==> src/rtl/imem_port_arbiter.sv <==
// Arbitrates a fetch read port and a program-loader write port onto one instruction memory.
// Define IMEM_ARB_ROUND_ROBIN_EN for round-robin tie breaking; otherwise the loader wins ties.
module imem_port_arbiter #(
  parameter int MEM_LAT = 1
) (
  input  logic        clk,
  input  logic        reset,
  input  logic        fetch_req,
  input  logic [31:0] fetch_addr,
  output logic        fetch_gnt,
  output logic        fetch_valid,
  output logic [31:0] fetch_data,
  input  logic        ld_req,
  input  logic [31:0] ld_addr,
  input  logic [31:0] ld_wdata,
  output logic        ld_gnt,
  output logic        ld_done,
  output logic        mem_en,
  output logic        mem_we,
  output logic [31:0] mem_addr,
  output logic [31:0] mem_wdata,
  input  logic [31:0] mem_rdata,
  output logic        busy
);

  typedef enum logic [1:0] {IDLE, ISSUE, WAIT, DONE} state_t;

  state_t      state_q, state_d;
  logic [3:0]  cnt_q, cnt_d;
  logic [31:0] addr_q, addr_d;
  logic [31:0] wdata_q, wdata_d;
  logic [31:0] fetch_data_q, fetch_data_d;
  logic        owner_ld_q, owner_ld_d;
  logic        sel_ld;

`ifdef IMEM_ARB_ROUND_ROBIN_EN
  logic        last_ld_q, last_ld_d;

  // On a tie, the side that did not win last time gets the grant.
  assign sel_ld = ld_req & (~fetch_req | ~last_ld_q);
`else
  assign sel_ld = ld_req;
`endif

  always_comb begin
    state_d      = state_q;
    cnt_d        = cnt_q;
    addr_d       = addr_q;
    wdata_d      = wdata_q;
    owner_ld_d   = owner_ld_q;
    fetch_data_d = fetch_data_q;
    fetch_gnt    = 1'b0;
    ld_gnt       = 1'b0;
    mem_en       = 1'b0;
    mem_we       = 1'b0;
    fetch_valid  = 1'b0;
    ld_done      = 1'b0;
`ifdef IMEM_ARB_ROUND_ROBIN_EN
    last_ld_d    = last_ld_q;
`endif
    case (state_q)
      IDLE: begin
        if (fetch_req || ld_req) begin
          owner_ld_d = sel_ld;
          addr_d     = sel_ld ? ld_addr : fetch_addr;
          wdata_d    = ld_wdata;
          // Grants are combinational, so keep them quiet while reset is held.
          ld_gnt     = sel_ld & ~reset;
          fetch_gnt  = ~sel_ld & ~reset;
`ifdef IMEM_ARB_ROUND_ROBIN_EN
          last_ld_d  = sel_ld;
`endif
          state_d    = ISSUE;
        end
      end
      ISSUE: begin
        mem_en  = 1'b1;
        mem_we  = owner_ld_q;
        cnt_d   = 4'(MEM_LAT);
        state_d = WAIT;
      end
      WAIT: begin
        cnt_d = cnt_q - 4'd1;
        if (cnt_q == 4'd1) begin
          if (!owner_ld_q) begin
            fetch_data_d = mem_rdata;
          end
          state_d = DONE;
        end
      end
      DONE: begin
        fetch_valid = ~owner_ld_q;
        ld_done     = owner_ld_q;
        state_d     = IDLE;
      end
      default: state_d = IDLE;
    endcase
  end

  always_ff @(posedge clk) begin
    if (reset) begin
      state_q      <= IDLE;
      cnt_q        <= 4'd0;
      addr_q       <= 32'd0;
      wdata_q      <= 32'd0;
      fetch_data_q <= 32'd0;
      owner_ld_q   <= 1'b0;
`ifdef IMEM_ARB_ROUND_ROBIN_EN
      last_ld_q    <= 1'b1;
`endif
    end else begin
      state_q      <= state_d;
      cnt_q        <= cnt_d;
      addr_q       <= addr_d;
      wdata_q      <= wdata_d;
      fetch_data_q <= fetch_data_d;
      owner_ld_q   <= owner_ld_d;
`ifdef IMEM_ARB_ROUND_ROBIN_EN
      last_ld_q    <= last_ld_d;
`endif
    end
  end

  assign mem_addr   = addr_q & 32'hFFFF_FFFC;
  assign mem_wdata  = wdata_q;
  assign fetch_data = fetch_data_q;
  assign busy       = (state_q != IDLE);

endmodule

==> config.mk <==
export PLATFORM = sky130hd
export DESIGN_NAME = imem_port_arbiter
export DESIGN_NICKNAME = d
export VERILOG_FILES = /design/src/rtl/imem_port_arbiter.sv
export SDC_FILE = /design/constraint.sdc
export NUM_CORES = 1
export LEC_CHECK = 0
export CORE_AREA = 2 2 90 135
export DETAILED_ROUTE_END_ITERATION = 8
export DIE_AREA = 0 0 92 137
export PLACE_DENSITY_LB_ADDON = 0.3
export RECOVER_POWER = 50
export SLEW_MARGIN = 20
export SYNTH_ARGS = -nofsm -noshare
export SYNTH_HDL_FRONTEND = slang
export SYNTH_SLANG_ARGS = --single-unit
export TNS_END_PERCENT = 100
==> constraint.sdc <==
create_clock -name clk -period 1.79 [get_ports clk]
set_clock_uncertainty 0.15 [all_clocks]
set_input_delay 0.179 -clock clk [delete_from_list [all_inputs] [get_ports clk]]
set_output_delay 0.179 -clock clk [all_outputs]
set_load 0.01 [all_outputs]
After elaboration in Yosys (flattened, before gate mapping):

Cells that the tools add are included.
Widths: inputs -> output; s select.

* ROM bits: 0
* flip-flop bits (word level): 103
* bits of input ports: 132
* memory bits (writable): 0
* output and inout bits: 103
* latch bits: 0
* memories kept: 0

* mux-type cells: 13
* reductions and logical operators: 7
* div/mod/pow operators: 0
* equal/unequal tests: 6
* magnitude comparators: 0
* shifts and indexed selects: 0
* add/sub/neg operators: 1
* bitwise gates (word level): 5
* $mul: 0

Operators with widths (count)
* $mux 32: 1
* $mux 1: 8
* $pmux 2 s4: 1
* $pmux 4 s2: 1
* $eq 2x2->1 const B: 2
* $eq 4x1->1 const B: 1
* $mux 2: 2
* $ne 2x2->1 const B: 2
* $reduce_and 2->1: 2
* $reduce_bool 2->1: 2
* $sub 4x1->4 const B: 1
* $not 1->1: 3
* $reduce_and 3->1: 1
* $and 1x1->1: 2
* $eq 2x1->1 const B: 1
* $logic_not 2->1: 1
* $logic_or 1x1->1: 1

Depth between registers and ports, before layout:

* word-level depth: 4
* depth in mapped cells: 7
* gate-level depth less buffers: 5

Worst setup path after synthesis:

OpenSTA, ideal clock, no wires.

* path kind: flip-flop to flip-flop
* start point: reg state_q[0]
* end point: reg state_q[0]
* path buffers: 0
* arrival: 1.295 ns
* data required time: 1.521 ns
* library setup time: 0.119 ns
* slack: 0.226 ns
* clock period less this slack: 1.564 ns
* cell stages (with the launch flop): 6
* cells stage by stage: dfxtp_1 inv_1 ha_1 inv_1 o32a_1 o221a_2

* longest elaborated chain between the ends: 3
* elaborated cells between the ends (all ways): 8
* those cells by class: 5 x eq/ne; 1 x mux; 2 x reduce/logical

RTL lines
* start, declared: RTL line 28 `state_t state_q, state_d;`
* start signal, assigned: RTL line 112 `state_q <= state_d;`
* $eq 2x2->1 / $logic_not 2->1 (equally long branches): RTL line 61 `case (state_q)`
* $ne 2x2->1 (no source line)
* $reduce_and 2->1 (no source line)

Parallel ways exist; a longest one is shown, timed or not.
A chain may end at the register's enable or synchronous reset.

Final worst setup path:

* start point: reg state_q[0]
* end point: out fetch_valid

* longest elaborated chain between the ends: 2

RTL lines
* $eq 2x2->1: RTL line 61
* $mux 1: RTL line 61
* end, declared: RTL line 11 `output logic fetch_valid,`

Every way passes these cells.

==> results list <==
- Starting density of the core: 0.3823
- Portion of netlist area occupied by mux cells: 0.07112
- Across the run, the number of max-cap violations was 0.
- Final net count: around 830
- In this run the cell area of the synthesized design comes to around 4400 um2.
- Data arrival time of the critical path: 1390 ps
* Growth of design area from synthesis to finish: 60.45%
* Yosys top cell by area: sky130_fd_sc_hd__dfxtp_1
- Antenna cell count: 0
- Most used flip-flop cell after synthesis: sky130_fd_sc_hd__dfxtp_1
* Routability Congestion: around 0.75
- Core area: between 10000 and 15000 um2
* Transition time at the pin with the least slew margin: roughly 580 ps
* Number of synthesized register bits: between 100 and 150
- Count of mapped cells out of synthesis: between 400 and 500
- I/O pin count: about 240
* Deepest level of the CTS H-tree: 3
* Hold-fix buffer count after cts: 0
- The first routing iteration left 88 violations.
- ANT nets after route: 0
- The critical path goes through buf_4, ha_1, nor2b_1, dlygate4sd2_1.
- Yosys printed 0 warnings.
- Post-route cell area: 7000 um2
* Drt wl/cell: about 15 um
* Clk Tree Root Cell: sky130_fd_sc_hd__clkbuf_16
* Crit path capture type: output port
- The count of final max-slew check failures was 0.
- The die covers between 10000 and 15000 um2.
- Category of the worst setup path launch point: flip-flop
- Of the total synthesized cell area, the portion taken by full adders, half adders and majority gates is 0.01721.
* Reported net switching power: 3.048 mW
* Vias after detailed routing: about 4200
- Run status: complete, no violations
- Measured against its own limit, the worst slew margin works out to 0.6121.
* Net switching share of the total power: 0.3479
- Maximum cell stage delay along the critical path: roughly 320 ps
* Number of port buffers: 228
* Crit path max fanout: 3
* Standard-cell row count: 48
- The synthesized design contains 0 enable-type register cells.
* Number of buffers created by CTS: 9
- Share of Yosys cell area claimed by the top area cell type: 0.4634
- Global routing finished with a remaining overflow of 0.
- In this run the static leakage power is 2.771 nW.
- The clock reaches the later pin of the worst-skew pair after about 330 ps.
- CTS max path bufs: 2
* Critical path type: flip-flop to output port
* Combinational Power Share: 0.423
* Number of setup violations in the final report: 0
- Each instance of the synthesized netlist takes up on average just over 9 um2.
* Drt via density: 4.977
- Via count of the first global-routing pass: about 4200
- Maximum number of pins on one net before global-route repair: 40
- Dividing the final minimum period by the clock period gives 0.9627.
* Sum of internal, switching and leakage power: between 8 and 9 mW
- In the global route stage, overall resource usage came out at 0.1933.
- Of the total synthesized cell area, the portion taken by XOR and XNOR cells is 0.
- Hold timing on the final database bottoms out at a slack of about 150 ps.
- Share of layout cells above drive strength 1: 0.1167
- Adding up every negative setup slack in the final design gives 0 ps.
* Cell internal power dissipation: 5.712 mW
* Share of synthesized registers carrying an async set or reset: 0
- Clk pin slew, worst setup/hold paths: 70 ps
- Type of the tightest min-delay check: input port to flip-flop
* Number of detailed-routing iterations run before antenna repair: 4
* Most used standard cells in the synthesized netlist: sky130_fd_sc_hd__dfxtp_1, sky130_fd_sc_hd__nand2_1, sky130_fd_sc_hd__a21oi_1, sky130_fd_sc_hd__nand3_1
- Largest cells by area after synthesis: sky130_fd_sc_hd__dfxtp_1, sky130_fd_sc_hd__a211oi_2, sky130_fd_sc_hd__a21oi_1
* Antenna violations before repair: 0
- Data on the critical path is required at its endpoint by 1460 ps.
- DIE HEIGHT: 137 um
- The final number of hold-violating endpoints is 0.
* Sequential area share after synthesis: 0.4634
- Most common cell in the synthesized netlist: sky130_fd_sc_hd__dfxtp_1
- Number of distinct library cell variants in the gate-level netlist after synthesis: 34
- IR analysis of the VDD net gives a maximum drop of a little over 0.0006 V.
- Horizontal extent of the die: 92 um
* Clock tree from TritonCTS: built
* Critical path's slowest cell: sky130_fd_sc_hd__dfxtp_1
* Clock power share: 0.239
* DP Wirelength: between 9 and 10 mm
- Of the total synthesized cell area, the portion taken by AND, OR, NAND and NOR gates is 0.1465.
- Aggregate routed wire length: between 10 and 15 mm
- Fraction of the mapped netlist area in compound gates: 0.2168
* Postcts setup bufs: 0
- Summing all placed instances gives a cell area of 6695 um2.
- Power spread over the standard cell area amounts to 1251 nW/um2.
- Max frequency: 0.5803 GHz
* Relative contribution of sequential cells to total power: 0.338
- The first global-routing pass estimated between 15 and 20 mm of wire.
- Setup repair after global routing could not meet its margin everywhere.
- Clock net sink count: just over 100
* Main combinational cell family by area after synthesis: compound AO/OA/AOI/OAI gates
- The routed design could run at a clock period as short as around 1700 ps.
* Number of design rule violations left after detail routing: 0
==> metrics by stage <==
| step | setup slack, ps | util | cells |
|---|---|---|---|
| floorplan | 226.2 | - | 473 |
| global placement | -188.6 | 0.5867 | 827 |
| detailed placement | -201.2 | 0.5867 | 827 |
| CTS | -70.90 | 0.6156 | 843 |
| global route | -7.739 | 0.6135 | 844 |
| finish | 66.75 | 0.6135 | 844 |
==> repair_timing <==
item	in CTS	in global routing
gates cloned	0	1
pin swaps	0	1
resized for setup	13	11
setup endpoints to repair	7	21
==> cell families after synthesis <==
group / after synthesis
mux: 31
simple gates: 145
compound gates: 137
flops: 101
fa+ha+maj: 6
other cells: 1
buf+inv: 51
==> power by group through the flow <==
stage               Combinational, mW  Sequential (mW)  Clock [mW]
global placement                 3.71             2.98           0
global route                     4.03             3.02        2.24
detailed placement               3.83             3.01           0
floorplan                        2.03             3.18           0
finish                           3.71             2.96        2.09
CTS                              3.83             2.97        2.15
==> final timing paths <==
path / start / to / slack (ps) / cells past startpoint
worst max-delay path: state_q[0] / fetch_valid / 70 / 4
worst min register to register: mem_wdata[21] / mem_wdata[21] / 300 / 2
worst max register to register: cnt_q[0] / fetch_data[31] / 90 / 4
worst min-delay path: reset / cnt_q[2] / 150 / 3
==> metal layers <==
layer,wire [um],part of all wire,GRT usage
met4,405,0.032,0.07711
met2,6705,0.53,0.3611
met5,0,0,0
met1,4552,0.36,0.1990
met3,980,0.078,0.06057
==> final cells by class <==
class | count | area [um2]
Clock inverter | 5 | 82.58
Inverter | 8 | 30.03
Fill cell | 991 | 4410
Tap cell | 150 | 187.7
Multi-Input combinational cell | 322 | 2009
Clock buffer | 11 | 242.7
Timing Repair Buffer | 247 | 2426
Sequential cell | 101 | 2022
==> layout by cell type, fill, tap and decap left out, drive strengths merged, types with 6 or more instances in the layout <==
cell type / count
a21oi: 65
nand2: 67
dlygate4sd3: 54
dfxtp: 101
inv: 9
ha: 6
clkdlybuf4s50: 165
a211oi: 30
nand3: 33
clkbuf: 19
buf: 16
nor2: 31
o21ai: 36
mux2i: 31
==> sequential cells by signal (all words and copies together) (netlist names) <==
| signal | count |
|---|---|
| addr_q | 30 |
| cnt_q | 4 |
| fetch_data | 32 |
| mem_wdata | 32 |
| owner_ld_q | 1 |
| state_q | 2 |
==> worst max-delay path: cells and delay by family (launching register included) <==
family                     cells  cell delay, ps
DFF                            1             320
and+or+nand+nor                1             120
buffers and inverters          2             420
adders and majority gates      1             190
(Power assumes the default switching activity.)
